$ cat src/rtl/vga_pkg.sv
// Shared definitions for the VRAM arbiter: default bus widths, arbiter
// state encoding and the readout phases reserved for display fetches.
package vga_pkg;

  localparam int ADDR_W_DEF = 13;
  localparam int DATA_W_DEF = 8;

  typedef enum logic [1:0] {
    IDLE   = 2'd0,
    ACCESS = 2'd1,
    ACK    = 2'd2
  } arbState_t;

  // Readout phases (dispCount[1:0]) in which the display drives VRAM
  localparam logic [1:0] DISP_SLOT_A = 2'b00;
  localparam logic [1:0] DISP_SLOT_B = 2'b01;

  function automatic logic isDispSlot(input logic [1:0] phase);
    return (phase == DISP_SLOT_A) || (phase == DISP_SLOT_B);
  endfunction

endpackage

$ cat src/rtl/vram_slot_predict.sv
// Predicts whether the next cycle is free for a host VRAM access.
// Build option VRAM_ARB_BLANK_ONLY_EN restricts host access to vertical
// blanking (tear-free updates); otherwise host accesses interleave with
// display fetches inside the 8-cycle readout phase.
module vram_slot_predict
  import vga_pkg::*;
(
  input  logic       dispActive,
  input  logic [2:0] dispCount,
  input  logic       vActive,
  output logic       grantOk
);

`ifdef VRAM_ARB_BLANK_ONLY_EN
  logic w_unused;

  assign w_unused = ^{1'b0, dispActive, dispCount};

  // Host only gets the bus while the display is in vertical blanking
  assign grantOk = ~vActive;
`else
  logic [1:0] w_nextPhase;
  logic       w_unused;

  assign w_unused = ^{1'b0, vActive, dispCount[2]};

  // The slot after this one is free unless it is a display-reserved phase.
  // Readout always starts activity at phase 2, so an idle display never
  // turns a predicted-free slot into an owned one.
  assign w_nextPhase = dispCount[1:0] + 2'd1;
  assign grantOk     = ~dispActive | ~isDispSlot(w_nextPhase);
`endif

endmodule

$ cat src/rtl/vram_arbiter.sv
// Single-port VRAM arbiter between the display readout path and the host
// access port. Display fetches own fixed slots; host reads/writes are
// placed only into slots predicted free by vram_slot_predict.
// Optional build macro: VRAM_ARB_BLANK_ONLY_EN (host access only during
// vertical blanking).
module vram_arbiter
  import vga_pkg::*;
#(
  parameter int ADDR_W = ADDR_W_DEF,
  parameter int DATA_W = DATA_W_DEF
) (
  input  logic              clk,
  input  logic              rst,
  input  logic              vActive,
  input  logic              dispActive,
  input  logic [2:0]        dispCount,
  input  logic [ADDR_W-1:0] readoutAddr,
  input  logic              hostReq,
  input  logic              hostWe,
  input  logic [ADDR_W-1:0] hostAddr,
  input  logic [DATA_W-1:0] hostWData,
  output logic              hostAck,
  output logic [DATA_W-1:0] hostRData,
  output logic [ADDR_W-1:0] vramAddr,
  output logic [DATA_W-1:0] vramWData,
  output logic              vramWe,
  input  logic [DATA_W-1:0] vramRData
);

  arbState_t         r_state;
  arbState_t         w_nextState;
  logic              w_grantOk;
  logic              w_accept;
  logic [ADDR_W-1:0] r_addr;
  logic [DATA_W-1:0] r_wdata;
  logic              r_we;
  logic [DATA_W-1:0] r_rdata;

  vram_slot_predict u_slotPredict (
    .dispActive (dispActive),
    .dispCount  (dispCount),
    .vActive    (vActive),
    .grantOk    (w_grantOk)
  );

  // State register; reset aborts any access in flight without an ack
  always_ff @(posedge clk or posedge rst) begin
    if (rst) begin
      r_state <= IDLE;
    end else begin
      r_state <= w_nextState;
    end
  end

  // Next state and VRAM pin muxing; the host only drives VRAM in ACCESS
  always_comb begin
    w_nextState = r_state;
    w_accept    = 1'b0;
    hostAck     = 1'b0;
    vramAddr    = readoutAddr;
    vramWe      = 1'b0;
    case (r_state)
      IDLE: begin
        if (hostReq && w_grantOk) begin
          w_accept    = 1'b1;
          w_nextState = ACCESS;
        end
      end
      ACCESS: begin
        vramAddr    = r_addr;
        vramWe      = r_we;
        w_nextState = ACK;
      end
      ACK: begin
        hostAck     = 1'b1;
        w_nextState = IDLE;
      end
      default: begin
        w_nextState = IDLE;
      end
    endcase
  end

  // Capture the host request only on the edge that enters ACCESS
  always_ff @(posedge clk or posedge rst) begin
    if (rst) begin
      r_addr  <= '0;
      r_wdata <= '0;
      r_we    <= 1'b0;
    end else if (w_accept) begin
      r_addr  <= hostAddr;
      r_wdata <= hostWData;
      r_we    <= hostWe;
    end
  end

  // Read data is taken from the asynchronous SRAM at the end of ACCESS
  // and held until the next read completes
  always_ff @(posedge clk or posedge rst) begin
    if (rst) begin
      r_rdata <= '0;
    end else if ((r_state == ACCESS) && !r_we) begin
      r_rdata <= vramRData;
    end
  end

  assign vramWData = r_wdata;
  assign hostRData = r_rdata;

endmodule

$ cat config.mk
export PLATFORM = sky130hd
export DESIGN_NAME = vram_arbiter
export DESIGN_NICKNAME = d
export VERILOG_FILES = /design/src/rtl/vga_pkg.sv /design/src/rtl/vram_slot_predict.sv /design/src/rtl/vram_arbiter.sv
export SDC_FILE = /design/constraint.sdc
export NUM_CORES = 1
export LEC_CHECK = 0
export CAP_MARGIN = 20
export CORE_MARGIN = 3
export CORE_UTILIZATION = 38
export CTS_BUF_LIST = sky130_fd_sc_hd__clkbuf_4
export DETAILED_ROUTE_END_ITERATION = 8
export GPL_ROUTABILITY_DRIVEN = 0
export PLACE_DENSITY_LB_ADDON = 0.15
export SKIP_LAST_GASP = 1
export SYNTH_ARGS = -nofsm -noshare
export SYNTH_HDL_FRONTEND = slang
export SYNTH_SLANG_ARGS = --single-unit
$ cat constraint.sdc
create_clock -name clk -period 4.9 [get_ports clk]
set_input_delay 0.98 -clock clk [delete_from_list [all_inputs] [get_ports clk]]
set_output_delay 0.98 -clock clk [all_outputs]
set_load 0.1 [all_outputs]
==> impl_metrics.toml, run 1 <==
[detailed_routing]
routed-via-count = 1009
ant_nets = 0
drt-total-wl_um = 3150
dr_wl_met3_um = 260
routed.top_layer = "met4"
vias_per_cell = 4.61
route.detailed.drc = 0
drtIter0Drc = 31
wl_met1_um = 1150
avgRoutedWirePerCell_um = 14.4
met2WireLength_um = 1720
drtPass1Iterations = 4

[layout]
final_layout_size_suffix_gt1_frac = 0.364
final_common_cell = "clkdlybuf4s50_1"
fin_nets = 223
antenna_cells = 0
area_growth_pct = 62.3
final_cell_mix = "70 x clkdlybuf4s50_1, 43 x mux2_2, 32 x dfrtp_1, 11 x buf_4, 7 x clkbuf_4"

[setup_path]
r2r-end = "r_addr[3]$_DFFE_PP0P_"
critPathLaunch = "r_state[1]$_DFFE_PP0P_"
cp_num_buf_inv = 1
reg2regPathDepth = 3
path_class = "flop to output port"
cp_top_family = "buffers and inverters"
cpMaxStageDelayCell = "clkdlybuf4s50_1"
regToRegSetupSlack_ns = 2.99
setup.worst_path.start_class = "flop"
critPathRequiredTime_ns = 3.92
end_kind = "output port"
worstPathCellList = "nand2b_1, mux2_2, clkdlybuf4s50_1"
r2r_start = "r_state[1]$_DFFE_PP0P_"
arrival_ns = 2.74
worst-path-max-fanout = 15
critPathMaxStageDelay_ns = 1.12

[power_and_ir_drop]
p_per_area_mw_per_mm2 = 620
vdd_drop_max_mv = 0.598
leakagePower_nw = 0.938

[die]
rows = 21
core_area_mm2 = 0.00342
start_util = 0.407
dieArea_mm2 = 0.00442
die_w_um = 66.5
io_pins = 82
die_h_um = 66.5

[hold_path]
hold_depth = 1
holdCritStartpoint = "r_addr[4]$_DFFE_PP0P_"
min_path_type = "flop to flop"
min_to = "r_addr[4]$_DFFE_PP0P_"

[yosys]
synth_cell_types = 12
syn_inst = 88
synth-seq-area-share = 0.577
syn-cell-area_mm2 = 0.00139
avgSynthCellArea_um2 = 15.8
synth_seq_cells = 32
synth_nets = 139
ys_warn_count = 0

[global_routing]
track_usage = 0.161
overflow = 0
antenna_found_initial = 0
grt_pass1_wl_um = 5270
grt_max_degree = 33
grt_pass1_vias = 1139

[flow_run]
maxCapViolCount = 0

[clocking]
postCtsResizedCells = 0
postCtsHoldBufs = 0
clock_latency_ns = 0.31
cts_buffer_depth = 2
post_cts_buffers = 0
htree_levels = 2
cts.clk_slew.worst_paths_ns = 0.09
cts-buffers-inserted = 5
cts_tree = "done"
clock_sinks = 32
cts-root-buf = "clkbuf_4"

[sta]
slew-limit-headroom = 0.342
drv_slew = 0
fin_ws_ns = 1.18
rsz0062_at_grt = "no"
worst_pin_slew_ns = 0.985
period_share = 0.759
finalHoldViolCount = 0
layout_min_cycle_time_ns = 3.72
setup_violations = 0
skew_ns = 0.00570
whs_ns = 0.512
fmax_mhz = 269
tns_ns = 0

[placed_design]
numPortBuffers = 79
dpl_worst_slack_ns = 1.22
place_hpwl_um = 2470

[run_status]
status = "complete, no violations"
-- worst reg2reg max path: stages, from the launching register on --
cell	delay, ns
dfrtp_1	0.41
a2111oi_4	0.69
buf_4	0.34
mux2_2	0.36
-- registers in the layout, indices dropped and copies added, names as in the netlist --
register   cells
r_state        2
hostRData      8
vramWData      8
r_addr        13
r_we           1
-- cells by family after synthesis --
family | synth area share
xor+xnor | 0.00631
mux | 0.349
simple gates | 0.0180
buf+inv | 0.0306
flops | 0.577
compound gates | 0.0198
-- synth_stat cells --
master     count  area, µm²
a2111oi_4      1       27.5
and2_1         1       6.26
buf_2          1       5.00
buf_6          2       22.5
clkbuf_1       1       3.75
dfrtp_1       32        801
inv_1          3       11.3
mux2_2        43        484
nand2b_1       1       6.26
nor2_2         1       6.26
nor2b_1        1       6.26
xnor2_1        1       8.76
-- metrics by stage --
step                instances  power (mW)   util  instance area [µm²]
global placement          211        1.25  0.644                 2200
CTS                       219        1.42  0.660                 2250
finish                    219        1.40  0.660                 2250
detailed placement        211        1.27  0.644                 2200
floorplan                  88        1.06      -                 1390
global route              219        1.46  0.660                 2250
-- worst max-delay path by stage --
| stage | to | cells past startpoint |
|---|---|---|
| after floorplan | hostAck | 1 |
| after global placement | vramAddr[3] | 3 |
| after detailed placement | vramAddr[3] | 3 |
| after CTS | vramAddr[3] | 3 |
| after global routing | vramAddr[4] | 3 |
| final | vramAddr[9] | 3 |
-- routing by layer --
layer,GRT usage,vias up
li1,-,478
met1,0.181,487
met2,0.276,42
met3,0.0658,2
met4,0.0533,0
met5,0,-
-- area by class of cell --
cell class | count | area, µm²
fillers | 271 | 1160
flip-flops and latches | 32 | 801
repair buffers | 81 | 783
multi-input cells | 49 | 546
well taps | 46 | 57.6
clock buffers | 7 | 52.6
inverters | 3 | 11.3
clock inverters | 1 | 3.75
-- report_power, final --
group / leakage [nW] / switching, mW / internal (mW)
logic: 0.526 / 0.620 / 0.237
clock network: 0.0338 / 0.0779 / 0.0662
registers: 0.378 / 0.0454 / 0.352
(Power assumes the default switching activity.)
==> run 2, diff against run 1 <==
Settings changed: CORE_UTILIZATION 38 to 35.
Clock period 4.9 ns to 3 ns, I/O delays scaled along.
==> impl_metrics.toml, run 2 (synthesis gave the netlist of run 1 again) <==
[run_status]
status = "complete, no violations"

[sta]
fin_ws_ns = 0.447
setup_violations = 0
skew_ns = 0.0117
finalHoldViolCount = 0
period_share = 0.851
slew-limit-headroom = 0.522
layout_min_cycle_time_ns = 2.55
rsz0062_at_grt = "no"
tns_ns = 0
worst_pin_slew_ns = 0.717
fmax_mhz = 392
drv_slew = 0

[clocking]
cts.clk_slew.worst_paths_ns = 0.10
cts_buffer_depth = 2
clock_latency_ns = 0.33
htree_levels = 2
cts-root-buf = "clkbuf_4"
post_cts_buffers = 0
cts-buffers-inserted = 5
cts_tree = "done"
postCtsHoldBufs = 0
clock_sinks = 32
postCtsResizedCells = 0

[hold_path]
hold_depth = 1
min_to = "r_addr[5]$_DFFE_PP0P_"
min_path_type = "flop to flop"
holdCritStartpoint = "r_addr[5]$_DFFE_PP0P_"

[global_routing]
grt_pass1_wl_um = 4590
antenna_found_initial = 0
track_usage = 0.139
grt_pass1_vias = 1016
overflow = 0
grt_max_degree = 33

[power_and_ir_drop]
pwr-share-clk = 0.132
swShare = 0.516
leakagePower_nw = 1.03
vdd_drop_max_mv = 0.832
p_int_mw = 1.18
p_per_area_mw_per_mm2 = 1010
p_switching_mw = 1.25
seqPwrFrac = 0.268
power_frac_comb = 0.601

[die]
die_h_um = 69.0
rows = 22
dieArea_mm2 = 0.00476
core_area_mm2 = 0.00374
start_util = 0.371
die_w_um = 69.0
io_pins = 82

[setup_path]
r2r_start = "r_state[1]$_DFFE_PP0P_"
path_depth = 3
reg2regPathDepth = 3
path_class = "flop to output port"
cp_top_family = "simple AND/OR/NAND/NOR gates"
r2r-end = "hostRData[7]$_DFFE_PP0P_"
arrival_ns = 1.95
setup.worst_path.start_class = "flop"
regToRegSetupSlack_ns = 1.11
worst-path-max-fanout = 15
cp_num_buf_inv = 1
critPathRequiredTime_ns = 2.40
critPathMaxStageDelay_ns = 0.60
end_kind = "output port"
cpMaxStageDelayCell = "nand2b_1"
worstPathCellList = "nand2b_1, mux2_2, buf_12"

[layout]
antenna_cells = 0
final_cells = 221
final_cell_mix = "48 x clkdlybuf4s50_1, 43 x mux2_2, 32 x dfrtp_1, 19 x buf_4, 14 x buf_12"
area_growth_pct = 72.9
largest-register = "r_addr"
final_layout_size_suffix_gt1_frac = 0.497
largest_reg_flops = 13
final_common_cell = "clkdlybuf4s50_1"
fin_nets = 223
fin_area_mm2 = 0.00240
postLayoutCoreUtil = 0.641

[placed_design]
dpl_worst_slack_ns = 0.521
dpl_cell_area_mm2 = 0.00232
place_hpwl_um = 2460
numPortBuffers = 79
numPlacedInstances = 213

[detailed_routing]
route.detailed.drc = 0
ant_nets = 0
avgRoutedWirePerCell_um = 14.5
vias_per_cell = 4.57
drtPass1Iterations = 2
routed-via-count = 1010
drt-total-wl_um = 3210
drtIter0Drc = 18

[flow_run]
maxCapViolCount = 0
==> run 2: worst max-delay path by stage <==
stage | end | startpoint | slack (ns)
after detailed placement | vramWData[2]$_DFFE_PP0P_ | dispCount[1] | 0.52
after floorplan | hostAck | r_state[0]$_DFFE_PP0P_ | 0.65
after global routing | vramAddr[10] | r_state[1]$_DFFE_PP0P_ | 0.29
after CTS | vramAddr[10] | r_state[1]$_DFFE_PP0P_ | 0.39
final | vramAddr[10] | r_state[1]$_DFFE_PP0P_ | 0.45
after global placement | vramWData[7]$_DFFE_PP0P_ | dispCount[1] | 0.55
==> run 2: final cells by class <==
class                           instances  area, µm²
Clock inverter                          3       42.5
Sequential cell                        32        801
Inverter                                3       11.3
Clock buffer                            5       37.5
Tap cell                               48       60.1
Timing Repair Buffer                   81        903
Fill cell                             299       1340
Multi-Input combinational cell         49        546
==> run 2: metal layers <==
layer | GRT usage | vias to the layer above | wire length [µm]
met5 | 0 | - | 0
met4 | 0.0657 | 0 | 35
met3 | 0.0713 | 5 | 321
met1 | 0.144 | 482 | 1190
li1 | - | 478 | -
met2 | 0.231 | 45 | 1660
==> run 2: stage by stage <==
step | hold WS (ns) | power [mW]
after floorplan | 0.477 | 1.73
after global placement | 0.485 | 2.10
after detailed placement | 0.497 | 2.13
after CTS | 0.521 | 2.46
after global routing | 0.541 | 2.53
final | 0.512 | 2.43
==> run 2: power by group through the flow <==
| stage | logic (mW) | registers [mW] | clock network, mW |
|---|---|---|---|
| CTS | 1.47 | 0.653 | 0.335 |
| global route | 1.50 | 0.672 | 0.361 |
| floorplan | 0.453 | 1.28 | 0 |
| global placement | 1.45 | 0.649 | 0 |
| finish | 1.46 | 0.650 | 0.321 |
| detailed placement | 1.47 | 0.661 | 0 |
==> run 3, diff against run 2 <==
Settings changed: CORE_UTILIZATION 35 to 33, CTS_BUF_LIST sky130_fd_sc_hd__clkbuf_4 to not set.
==> impl_metrics.toml, run 3 (synthesis gave the netlist of run 1 again) <==
[clocking]
cts.clk_slew.worst_paths_ns = 0.06
cts_tree = "done"
cts-root-buf = "clkbuf_8"
postCtsResizedCells = 0
cts_buffer_depth = 2
cts-buffers-inserted = 5
postCtsHoldBufs = 0
htree_levels = 2
post_cts_buffers = 0
clock_sinks = 32
clock_latency_ns = 0.28

[detailed_routing]
avgRoutedWirePerCell_um = 15.0
ant_nets = 0
drtPass1Iterations = 2
drtIter0Drc = 44
vias_per_cell = 4.58
route.detailed.drc = 0
drt-total-wl_um = 3330
routed-via-count = 1016

[die]
die_w_um = 70.9
start_util = 0.360
io_pins = 82
rows = 22
die_h_um = 70.9
core_area_mm2 = 0.00385
dieArea_mm2 = 0.00502

[setup_path]
worst-path-max-fanout = 15
r2r_start = "r_state[1]$_DFFE_PP0P_"
r2r-end = "hostRData[4]$_DFFE_PP0P_"
path_class = "flop to output port"
critPathRequiredTime_ns = 2.40
arrival_ns = 1.92
regToRegSetupSlack_ns = 1.08
setup.worst_path.start_class = "flop"
end_kind = "output port"
reg2regPathDepth = 3

[global_routing]
antenna_found_initial = 0
grt_pass1_wl_um = 5460
grt_pass1_vias = 1105
track_usage = 0.140
overflow = 0
grt_max_degree = 33

[sta]
period_share = 0.839
rsz0062_at_grt = "no"
slew-limit-headroom = 0.497
worst_pin_slew_ns = 0.754
finalHoldViolCount = 0
fmax_mhz = 397
layout_min_cycle_time_ns = 2.52
setup_violations = 0
drv_slew = 0
fin_ws_ns = 0.483
tns_ns = 0
skew_ns = 0.00568

[layout]
final_layout_size_suffix_gt1_frac = 0.489
final_common_cell = "clkdlybuf4s50_1"
fillCellCount = 293
multiInputGateArea_um2 = 546
largest-register = "r_addr"
seqCellArea_um2 = 801
postLayoutCoreUtil = 0.624
fin_area_mm2 = 0.00241
antenna_cells = 0
fin_nets = 224
final_cell_mix = "48 x clkdlybuf4s50_1, 43 x mux2_2, 32 x dfrtp_1, 21 x buf_4, 13 x buf_12"
area_growth_pct = 73.2
largest_reg_flops = 13

[flow_run]
maxCapViolCount = 0

[placed_design]
dpl_worst_slack_ns = 0.634
place_hpwl_um = 2560
numPortBuffers = 79
dpl_cell_area_mm2 = 0.00232

[power_and_ir_drop]
leakagePower_nw = 1.04
vdd_drop_max_mv = 0.663
p_per_area_mw_per_mm2 = 1010

[hold_path]
min_to = "r_addr[9]$_DFFE_PP0P_"
holdCritStartpoint = "r_addr[9]$_DFFE_PP0P_"
hold_depth = 1
min_path_type = "flop to flop"

[run_status]
status = "complete, no violations"
[run 3: cell count changes in the layout (fill, tap and decap cells not counted), sizes merged]
cell / change
clkinv: -1
clkinvlp: -1
buf: +1
clkbuf: +3
bufinv: -1
[run 3: stage by stage]
| stage | instances | hold slack (ns) | power (mW) |
|---|---|---|---|
| detailed placement | 214 | 0.494 | 2.12 |
| floorplan | 88 | 0.477 | 1.73 |
| global placement | 214 | 0.486 | 2.10 |
| CTS | 222 | 0.510 | 2.46 |
| finish | 222 | 0.505 | 2.44 |
| global route | 222 | 0.517 | 2.53 |
[run 3: critical path, stage by stage, from the launching register on]
cell	delay (ns)
dfrtp_1	0.39
nand2b_1	0.62
mux2_2	0.45
buf_12	0.17
[run 3: layout make-up]
cell class	count	area share
timing repair buffer	82	0.373
clock buffer	8	0.0374
inverter	3	0.00468
tap	48	0.0250
multi-input combinational	49	0.227
sequential	32	0.333
[run 3: where the power goes]
part           switching [mW]  internal (mW)  leakage, nW
Clock                   0.144          0.187       0.0455
Sequential             0.0749          0.576        0.378
Combinational            1.03          0.426        0.613
Total                    1.25           1.19         1.04
[run 3: layer usage]
layer | vias to the layer above | GRT usage | part of all wire
met3 | 6 | 0.0440 | 0.078
met1 | 485 | 0.166 | 0.40
li1 | 479 | - | -
met4 | 0 | 0.0626 | 0.011
met5 | - | 0 | 0
met2 | 46 | 0.233 | 0.51
[run 3: how the worst max path moves through the flow]
| stage | start | to | slack (ns) | depth (start not counted) |
|---|---|---|---|---|
| 6_report | r_state[1]$_DFFE_PP0P_ | vramAddr[8] | 0.48 | 3 |
| 5_1_grt | r_state[1]$_DFFE_PP0P_ | vramAddr[8] | 0.36 | 3 |
| 4_1_cts | r_state[1]$_DFFE_PP0P_ | vramAddr[8] | 0.45 | 3 |
| 3_5_place_dp | dispCount[1] | vramWData[7]$_DFFE_PP0P_ | 0.63 | 5 |
| 3_3_place_gp | dispCount[1] | r_addr[4]$_DFFE_PP0P_ | 0.68 | 5 |
| 2_1_floorplan | r_state[0]$_DFFE_PP0P_ | hostAck | 0.65 | 1 |
